[config.mk]
export PLATFORM = sky130hd
export DESIGN_NAME = fetch_sequencer
export DESIGN_NICKNAME = d
export VERILOG_FILES = /design/src/rtl/fetch_sequencer.sv
export SDC_FILE = /design/constraint.sdc
export NUM_CORES = 1
export LEC_CHECK = 0
export CAP_MARGIN = 5
export CORE_AREA = 2 2 147 149
export CTS_BUF_LIST = sky130_fd_sc_hd__clkbuf_16
export DETAILED_ROUTE_END_ITERATION = 7
export DIE_AREA = 0 0 149 151
export GPL_ROUTABILITY_DRIVEN = 1
export PLACE_DENSITY_LB_ADDON = 0.15
export SLEW_MARGIN = 25
export SYNTH_ARGS = -nofsm -noshare
export SYNTH_HDL_FRONTEND = slang
export SYNTH_SLANG_ARGS = --single-unit
[constraint.sdc]
create_clock -name clk -period 11.5 [get_ports clk]
set_input_delay 1.725 -clock clk [delete_from_list [all_inputs] [get_ports clk]]
set_output_delay 1.725 -clock clk [all_outputs]
set_load 0.01 [all_outputs]
[src/rtl/fetch_sequencer.sv]
// Fetch front end: owns the PC, drives eight instruction-memory read ports
// and hands up to eight instructions per cycle to the decoder.
module fetch_sequencer #(
  parameter logic [31:0] RESET_PC     = 32'h0000_0000,
  parameter int unsigned MEM_BYTES    = 1028,
  parameter logic [31:0] INVALID_ADDR = 32'h0000_ffff
) (
  input  logic        clk,
  input  logic        rst_n,
  output logic [31:0] a1,
  output logic [31:0] a2,
  output logic [31:0] a3,
  output logic [31:0] a4,
  output logic [31:0] a5,
  output logic [31:0] a6,
  output logic [31:0] a7,
  output logic [31:0] a8,
  output logic [7:0]  slot_valid,
  output logic        fetch_valid,
  input  logic        dec_ready,
  input  logic [3:0]  consume_cnt,
  input  logic        redirect,
  input  logic [31:0] redirect_pc,
  input  logic        halt,
  output logic        done,
  output logic [31:0] fetched_cnt
);

  typedef enum logic [1:0] {
    S_BOOT  = 2'd0,
    S_FETCH = 2'd1,
    S_DONE  = 2'd2
  } state_t;

  localparam logic [32:0] LIMIT = 33'(MEM_BYTES);

  state_t      r_state;
  logic [31:0] r_pc;
  logic [31:0] r_fetched;

  logic [32:0] w_addr [8];
  logic [31:0] w_a    [8];
  logic [7:0]  w_sv;
  logic [3:0]  w_avail;
  logic [3:0]  w_n;
  logic        w_hs;
  logic [32:0] w_nxt;
  logic        w_oor;
  logic [31:0] w_tgt;

  always_comb begin
    w_sv    = '0;
    w_avail = '0;
    for (int k = 0; k < 8; k++) begin
      w_addr[k] = {1'b0, r_pc} + 33'(4 * k);
      w_sv[k]   = (r_state == S_FETCH) && !w_addr[k][32]
                  && (w_addr[k] < LIMIT);
      w_a[k]    = w_sv[k] ? w_addr[k][31:0] : INVALID_ADDR;
      w_avail   = w_avail + {3'b0, w_sv[k]};
    end
    w_n   = (consume_cnt < w_avail) ? consume_cnt : w_avail;
    w_hs  = w_sv[0] && dec_ready;
    // out-of-range test uses the post-advance PC in 33 bits
    w_nxt = w_hs ? ({1'b0, r_pc} + {27'b0, w_n, 2'b00})
                 : {1'b0, r_pc};
    w_oor = (w_nxt >= LIMIT);
    w_tgt = {redirect_pc[31:2], 2'b00};
  end

  always_ff @(posedge clk or negedge rst_n) begin
    if (!rst_n) begin
      r_state   <= S_BOOT;
      r_pc      <= RESET_PC;
      r_fetched <= '0;
    end else begin
      unique case (r_state)
        S_BOOT: begin
          r_state <= S_FETCH;
          if (redirect) r_pc <= w_tgt;
        end
        S_FETCH: begin
          if (redirect) begin
            r_pc <= w_tgt;
          end else if (halt) begin
            r_state <= S_DONE;
          end else begin
            r_pc <= w_nxt[31:0];
            if (w_hs) r_fetched <= r_fetched + {28'b0, w_n};
            if (w_oor) r_state <= S_DONE;
          end
        end
        S_DONE: begin
          if (redirect) begin
            r_pc    <= w_tgt;
            r_state <= S_FETCH;
          end
        end
        default: r_state <= S_BOOT;
      endcase
    end
  end

  assign a1          = w_a[0];
  assign a2          = w_a[1];
  assign a3          = w_a[2];
  assign a4          = w_a[3];
  assign a5          = w_a[4];
  assign a6          = w_a[5];
  assign a7          = w_a[6];
  assign a8          = w_a[7];
  assign slot_valid  = w_sv;
  assign fetch_valid = w_sv[0];
  assign done        = (r_state == S_DONE);
  assign fetched_cnt = r_fetched;

endmodule

==> results of run 1 <==
[per-layer routing]
layer  vias up  part of all wire, %
met5         -                    0
met4         0                  5.1
met3       127                   10
met2       709                   46
met1      5166                   39
li1       4954                    -
[synth_stat cells, types with 5 or more instances]
library cell  number
fa_1               6
mux2_2            25
nand2_1          137
nor3_1            53
nand3b_1           8
buf_2             22
buf_1             10
a31oi_1           12
o211ai_1           8
ha_1              27
a21o_1            14
buf_4            137
o21a_1             5
o22a_1            11
o32ai_1            5
a41oi_1            5
mux2i_1            7
or3_1             10
and2_1            12
clkbuf_1          74
and3_1            19
nor2_1            81
nand3_1          122
nor2b_1            7
xor2_1            42
a2111oi_0          7
nand2b_1          13
o21ai_0           37
or4_1             10
xnor2_1           86
or2_2              9
nor4_1            43
a21oi_1           40
nor4_2             5
o2111ai_1         10
a211oi_1           7
dfrtp_1           64
nand4_1           53
inv_1             29
and4_1            11
[final timing paths]
path	startpoint	endpoint	slack (ns)	depth (start not counted)
max in group asynchronous	rst_n	fetched_cnt[22]$_DFFE_PN0P_	9.37	2
setup / recovery	r_pc[19]$_DFFE_PN0P_	r_state[1]$_DFFE_PN0P_	1.46	29
min in group asynchronous	rst_n	r_pc[24]$_DFFE_PN0P_	1.57	2
setup reg to reg	r_pc[19]$_DFFE_PN0P_	r_state[1]$_DFFE_PN0P_	1.46	29
hold / removal	fetched_cnt[31]$_DFFE_PN0P_	fetched_cnt[31]$_DFFE_PN0P_	0.49	1
hold reg to reg	fetched_cnt[31]$_DFFE_PN0P_	fetched_cnt[31]$_DFFE_PN0P_	0.49	1
[logic make-up (layout without fill, tap and decap cells)]
logic type	after synthesis	after routing
muxes	32	32
and+or+nand+nor	611	611
other	1	129
buffers and inverters	276	309
DFF	64	64
adders and majority gates	33	33
AOI/OAI and AO/OA	212	212
xor gates and xnor gates	128	128
[layout make-up]
cell class / count / area share (%)
multi-input combinational: 1144 / 59.60
tap: 275 / 2.865
antenna: 1 / 0.02083
clock inverter: 6 / 0.6354
inverter: 32 / 1.000
timing repair buffer: 262 / 20.67
clock buffer: 9 / 1.875
sequential: 64 / 13.33
[power groups by stage]
stage	Sequential [uW]	Clock (uW)	Combinational, uW
4_1_cts	412	286	1750
2_1_floorplan	328	0	1240
6_report	421	282	1810
3_5_place_dp	416	0	1740
3_3_place_gp	414	0	1740
5_1_grt	424	295	1910
[stage by stage]
stage	utilization, %	worst slack [ns]	hold WS [ns]	instances	total power [uW]
2_1_floorplan	-	3.351	0.5039	1484	1572
3_3_place_gp	56.17	1.898	0.4604	1777	2151
3_5_place_dp	56.20	1.803	0.4602	1777	2156
4_1_cts	57.64	1.757	0.4890	1792	2446
5_1_grt	57.67	1.171	0.5061	1792	2627
6_report	57.69	1.460	0.4871	1793	2515
[flip-flops by register name (all words and copies together) (netlist names)]
name         cells
fetched_cnt     32
r_state          2
r_pc            30
==> flow_summary.ini, run 1 <==
[status]
status = complete, no violations

[route]
routedWlPerCell_um = 23.15
firstDrtPassIters = 6
avgViaCountPerCell = 6.110
ant_nets = 0
num_vias = 10960
wirelength_um = 41500
drcViolationCount = 0
drt_iter0_drc = 1134

[worst_setup_path]
cpMostUsedCell = fa_1
crit_buf_inv = 4
critPathSlowestCell = or4_1
crit_type = flop to flop
cp-start-kind = flop
end_kind = flop
crit_fanout = 16
worstPathArrival_ns = 10.25
cp_top_family = simple AND/OR/NAND/NOR gates
worstPathRequired_ns = 11.71
cpPeakStageDelay_ns = 0.95

[global_route]
met1_usage_pct = 45.84
grt_first_pass_wirelength_um = 61470
use_met3_pct = 7.048
gr-usage-met2_pct = 57.95
gr-total-overflow = 0
grt.busiest_layer = met2
first_global_vias = 9961
antenna_found_initial = 0
grt_max_degree = 65
grtUsageTotal_pct = 35.84

[placed_design]
port_buffers = 208
placed_area_um2 = 11700
gp_congestion = 1.027
hpwlAfterDp_um = 31260

[floorplan]
start_util_pct = 47.31
rows = 53
dieArea_um2 = 22500
chipWidth_um = 149
boundaryPins = 339
coreArea_um2 = 20820
die-height_um = 151

[cts]
clock_latency_ns = 0.33
cts_buffer_depth = 2
ctsResizeCount = 0
htreeDepth = 3
clock_sinks = 64
hold_buffers = 0
cts_tree = done
root_buffer = clkbuf_16
post-cts-setup-buffer-count = 0
clkTransAtPathRegs_ns = 0.06
cts-buffers-inserted = 9

[synthesis]
synth_area_leaders = dfrtp_1, buf_4, xnor2_1
synth_edf_count = 0
synth_ff_type = dfrtp_1
netlist_area_um2 = 9851
async_reset_ff_share_pct = 100.0
synthCells = 1357
synth-seq-cells = 64
yosys_warnings = 0
synthMuxAreaShare_pct = 3.569
ys_seq_area_share_pct = 16.26
synth_top_area_share_pct = 16.26
syn_avg_cell_area_um2 = 7.259
synth_top_family_by_area = simple AND/OR/NAND/NOR gates
synth_compound_area_share_pct = 15.27
synthDominantAreaCellType = dfrtp_1
yosys.area_share.simple_pct = 32.74
synthAdderAreaFrac_pct = 4.649
synth_cell_types = 84
synth_xor_area_share_pct = 11.38

[power_and_ir_drop]
seq_power_share_pct = 16.8
p_comb_share_pct = 72.0
p_sw_uw = 1482
p_leak_uw = 0.004557
p_int_uw = 1032
powerDensity_nw_per_um2 = 209.4
p_clk_share_pct = 11.2
vdd_drop_max_v = 0.0001862
swShare_pct = 58.94

[final_layout]
mostFrequentLayoutCell = clkdlybuf4s50_1
regArea_um2 = 1602
multi_input_area_um2 = 7159
nFillCells = 2000
syn2layout_area_growth_pct = 21.94
nets = 1587
final_area_um2 = 12010
drive_above_1_share_pct = 8.438
mostFrequentLayoutCells = clkdlybuf4s50_1, nand2_1, conb_1, nand3_1, xnor2_1

[hold_path]
hp-class = flop to flop

[sta]
setup_tns_ns = 0
hold_violations = 0
setup_viol = 0
period_needed_ns = 10.04
period_share_pct = 87.30
slew_headroom_pct = 22.66
tightest_slew_ns = 1.158
clock.fmax_ghz = 0.09960
finClkSkew_ns = 0.007588
slew_violations = 0
rsz0062_at_grt = no

[run]
maxCapViolCount = 0
No activity file was read; power rests on OpenSTA's default activity.
==> run 2: changes to the inputs <==
Settings changed: CORE_AREA 2 2 147 149 to 2 2 112 195, DIE_AREA 0 0 149 151 to 0 0 114 197.
==> flow_summary.ini, run 2 (synthesis gave the netlist of run 1 again) <==
[route]
wirelength_um = 42430
avgViaCountPerCell = 6.337
routedWlPerCell_um = 23.88
num_vias = 11260
drcViolationCount = 0
firstDrtPassIters = 7
ant_nets = 0
drt_iter0_drc = 1078

[sta]
slew_headroom_pct = 24.45
period_needed_ns = 9.757
tightest_slew_ns = 1.125
rsz0062_at_grt = no
clock.fmax_ghz = 0.1025
setup_viol = 0
setup_tns_ns = 0
period_share_pct = 84.85
slew_violations = 0
finClkSkew_ns = 0.01127
setup_slack_ns = 1.743
hold_violations = 0

[global_route]
first_global_vias = 10430
antenna_found_initial = 0
met1_usage_pct = 40.58
grtUsageTotal_pct = 36.99
grt.busiest_layer = met2
grt_max_degree = 65
gr-usage-met2_pct = 62.81
gr-total-overflow = 0
use_met3_pct = 6.242
grt_first_pass_wirelength_um = 62990

[cts]
clkTransAtPathRegs_ns = 0.06
root_buffer = clkbuf_16
post-cts-setup-buffer-count = 0
cts_tree = done
hold_buffers = 0
clock_sinks = 64
ctsResizeCount = 0
clock_latency_ns = 0.35
cts_buffer_depth = 2
htreeDepth = 3
cts-buffers-inserted = 9

[worst_setup_path]
worstPathArrival_ns = 9.97
crit_type = flop to flop
end_kind = flop
cp-start-kind = flop
critPathSlowestCell = nand4_1
cpPeakStageDelay_ns = 0.85
cpMostUsedCell = fa_1
worstPathRequired_ns = 11.72
crit_fanout = 16

[power_and_ir_drop]
p_leak_uw = 0.004614
vdd_drop_max_v = 0.0002190
powerDensity_nw_per_um2 = 212.4

[placed_design]
post-place-ws_ns = 1.959
hpwlAfterDp_um = 32920
port_buffers = 208
gp_congestion = 1.062

[final_layout]
nFillCells = 2021
regArea_um2 = 1602
mostFrequentLayoutCells = clkdlybuf4s50_1, nand2_1, conb_1, nand3_1, xnor2_1
multi_input_area_um2 = 7178
drive_above_1_share_pct = 9.443
mostFrequentLayoutCell = clkdlybuf4s50_1
syn2layout_area_growth_pct = 22.86
fin_util_pct = 58.06
n_antenna_cell = 0
nets = 1594
largest_register_ffs = 32

[floorplan]
chipWidth_um = 114
rows = 70
coreArea_um2 = 20850
start_util_pct = 47.26
boundaryPins = 339
die-height_um = 197
dieArea_um2 = 22460

[status]
status = complete, no violations

[hold_path]
hp-class = flop to flop

[run]
maxCapViolCount = 0
run 2: metrics by stage:
stage	area, um2	cells	power, uW	hold slack [ns]
2_1_floorplan	10330	1484	1572	0.5039
3_3_place_gp	11720	1761	2162	0.4584
3_5_place_dp	11740	1761	2169	0.4606
4_1_cts	12090	1777	2504	0.4748
5_1_grt	12100	1777	2683	0.4936
6_report	12100	1777	2571	0.4716
run 2: report_power, final:
group          internal, uW  leakage, uW  switching (uW)
Sequential              280     0.000810             127
Clock                   215     0.000172             113
Combinational           576      0.00363            1260
run 2: layout make-up:
class                           count  share of cell area, %
Timing Repair Buffer              269                  20.94
Sequential cell                    64                  13.23
Inverter                           32                 0.9924
Clock buffer                        9                  1.861
Tap cell                          252                  2.605
Clock inverter                      7                  1.054
Multi-Input combinational cell   1144                  59.31
run 2: worst paths after layout:
kind / start / end / slack (ns) / depth (start not counted)
worst max-delay path: r_pc[14]$_DFFE_PN0P_ / r_state[1]$_DFFE_PN0P_ / 1.74 / 31
worst min-delay path: fetched_cnt[31]$_DFFE_PN0P_ / fetched_cnt[31]$_DFFE_PN0P_ / 0.47 / 1
worst max register to register: r_pc[14]$_DFFE_PN0P_ / r_state[1]$_DFFE_PN0P_ / 1.74 / 31
worst min register to register: fetched_cnt[31]$_DFFE_PN0P_ / fetched_cnt[31]$_DFFE_PN0P_ / 0.47 / 1
max in group asynchronous: rst_n / r_pc[30]$_DFFE_PN0P_ / 9.39 / 2
min in group asynchronous: rst_n / fetched_cnt[12]$_DFFE_PN0P_ / 1.55 / 2
run 2: metal layers:
metal	up-vias	wire length (um)
li1	4951	-
met1	5229	14460
met2	858	20260
met3	223	3854
met4	0	3862
met5	-	0
run 2: critical path, delay by kind of cell, from the launching register on:
family / cells / cell delay [ns]
fa+ha+maj: 8 / 2.89
xor+xnor: 2 / 0.33
flops: 1 / 0.70
buf+inv: 5 / 0.47
mux: 2 / 0.47
simple gates: 8 / 2.91
compound gates: 6 / 1.85
==> run 3: changes to the inputs <==
Clock period 11.5 ns to 9.02 ns, I/O delays scaled along.
==> flow_summary.ini, run 3 (synthesis gave the netlist of run 1 again) <==
[status]
status = complete, no violations

[worst_setup_path]
worstRegToRegCells = 29
cpPeakStageDelay_ns = 0.74
crit_buf_inv = 4
crit_fanout = 12
crit_type = flop to flop
cpMostUsedCell = fa_1
r2r_start = r_pc[20]$_DFFE_PN0P_
reg2reg_setup_slack_ns = 0.45
worstPathRequired_ns = 9.25
cp_top_family = adder cells
end_kind = flop
r2r-end = r_state[1]$_DFFE_PN0P_
critPathSlowestCell = dfrtp_1
cp-start-kind = flop
worstPathArrival_ns = 8.80

[route]
firstDrtPassIters = 6
routedWlPerCell_um = 23.44
drt_iter0_drc = 1092
top_layer_used = met4
wl_met3_um = 3545
routed-wl-met2_um = 21610
ant_nets = 0
met1_length_um = 15460
drcViolationCount = 0
wirelength_um = 44260
avgViaCountPerCell = 6.108
num_vias = 11530

[power_and_ir_drop]
p_leak_uw = 0.005130
seq_power_share_pct = 15.4
p_int_uw = 1471
vdd_drop_max_v = 0.0002414
powerDensity_nw_per_um2 = 266.8
swShare_pct = 57.29
p_sw_uw = 1973
p_comb_share_pct = 74.4
p_clk_share_pct = 10.2

[global_route]
gr-total-overflow = 0
grt_first_pass_wirelength_um = 65250
first_global_vias = 10780
grtUsageTotal_pct = 38.60
grt_max_degree = 65
antenna_found_initial = 0

[floorplan]
dieArea_um2 = 22460
chipWidth_um = 114
die-height_um = 197
boundaryPins = 339
rows = 70
coreArea_um2 = 20850
start_util_pct = 47.26

[cts]
clkTransAtPathRegs_ns = 0.06
cts_buffer_depth = 2
clock_latency_ns = 0.34
cts_tree = done
htreeDepth = 3
cts-buffers-inserted = 9
hold_buffers = 0
clock_sinks = 64
root_buffer = clkbuf_16

[final_layout]
nFillCells = 1979
largest_register_ffs = 32
regArea_um2 = 1603
syn2layout_area_growth_pct = 31.03
nets = 1705
multi_input_area_um2 = 7163
n_antenna_cell = 0
fin_util_pct = 61.92
mostFrequentLayoutCell = clkdlybuf4s50_1
mostFrequentLayoutCells = clkdlybuf4s50_1, buf_4, nand2_1, conb_1, nand3_1
drive_above_1_share_pct = 15.46

[sta]
hold_violations = 0
tightest_slew_ns = 1.047
setup_tns_ns = 0
rsz0062_at_grt = no
slew_violations = 0
finClkSkew_ns = 0.008800
period_share_pct = 95.02
timing.hold.ws_ns = 0.4786
slew_headroom_pct = 29.68
clock.fmax_ghz = 0.1167
setup_viol = 0
setup_slack_ns = 0.4493
period_needed_ns = 8.571

[placed_design]
port_buffers = 208
hpwlAfterDp_um = 35590
gp_congestion = 1.060
post-place-ws_ns = 0.4720

[hold_path]
hp-class = flop to flop
min_from = fetched_cnt[31]$_DFFE_PN0P_
hold_depth = 1
worstHoldEndpoint = fetched_cnt[31]$_DFFE_PN0P_

[run]
maxCapViolCount = 0
-- run 3: cell count changes in the layout (fill, tap and decap cells not counted), sizes merged --
cell and change:
bufinv -2, clkinvlp +3, buf +111, inv -1
-- run 3: power groups by stage --
stage / combinational [uW] / sequential, uW / clock [uW]
after floorplan: 1590 / 418 / 0
after global placement: 2450 / 521 / 0
after detailed placement: 2450 / 523 / 0
after CTS: 2470 / 517 / 358
after global routing: 2690 / 531 / 369
final: 2560 / 531 / 353
-- run 3: how the worst max path moves through the flow --
stage	to	start	cells past startpoint	slack (ns)
floorplan	r_state[1]$_DFFE_PN0P_	r_pc[3]$_DFFE_PN0P_	33	0.87
global placement	r_state[1]$_DFFE_PN0P_	r_pc[17]$_DFFE_PN0P_	30	0.55
detailed placement	r_state[1]$_DFFE_PN0P_	r_pc[17]$_DFFE_PN0P_	30	0.47
CTS	r_state[1]$_DFFE_PN0P_	r_pc[17]$_DFFE_PN0P_	30	0.43
global route	r_state[1]$_DFFE_PN0P_	r_pc[4]$_DFFE_PN0P_	31	0.01
finish	r_state[1]$_DFFE_PN0P_	r_pc[20]$_DFFE_PN0P_	29	0.45
-- run 3: per-stage QoR --
| stage | area, um2 | total power, uW | std cells |
|---|---|---|---|
| 2_1_floorplan | 10330 | 2005 | 1484 |
| 3_3_place_gp | 12590 | 2974 | 1872 |
| 3_5_place_dp | 12600 | 2976 | 1872 |
| 4_1_cts | 12890 | 3342 | 1888 |
| 5_1_grt | 12910 | 3588 | 1888 |
| 6_report | 12910 | 3444 | 1888 |
-- run 3: repair_timing --
action	CTS	global route
resized for setup	0	4
setup buffers	0	0
setup endpoints to repair	0	8
-- run 3: cell type report --
cell class / count / share of cell area, %
clock buffers: 9 / 1.745
clock inverters: 7 / 0.5525
inverters: 32 / 0.9597
multi-input cells: 1144 / 55.50
flip-flops and latches: 64 / 12.42
well taps: 252 / 2.443
repair buffers: 380 / 26.39
-- run 3: routing by layer --
metal / vias to the layer above / track usage (%)
met4: 0 / 26.29
li1: 5172 / -
met5: - / 0
met2: 781 / 66.95
met3: 227 / 5.443
met1: 5351 / 43.07
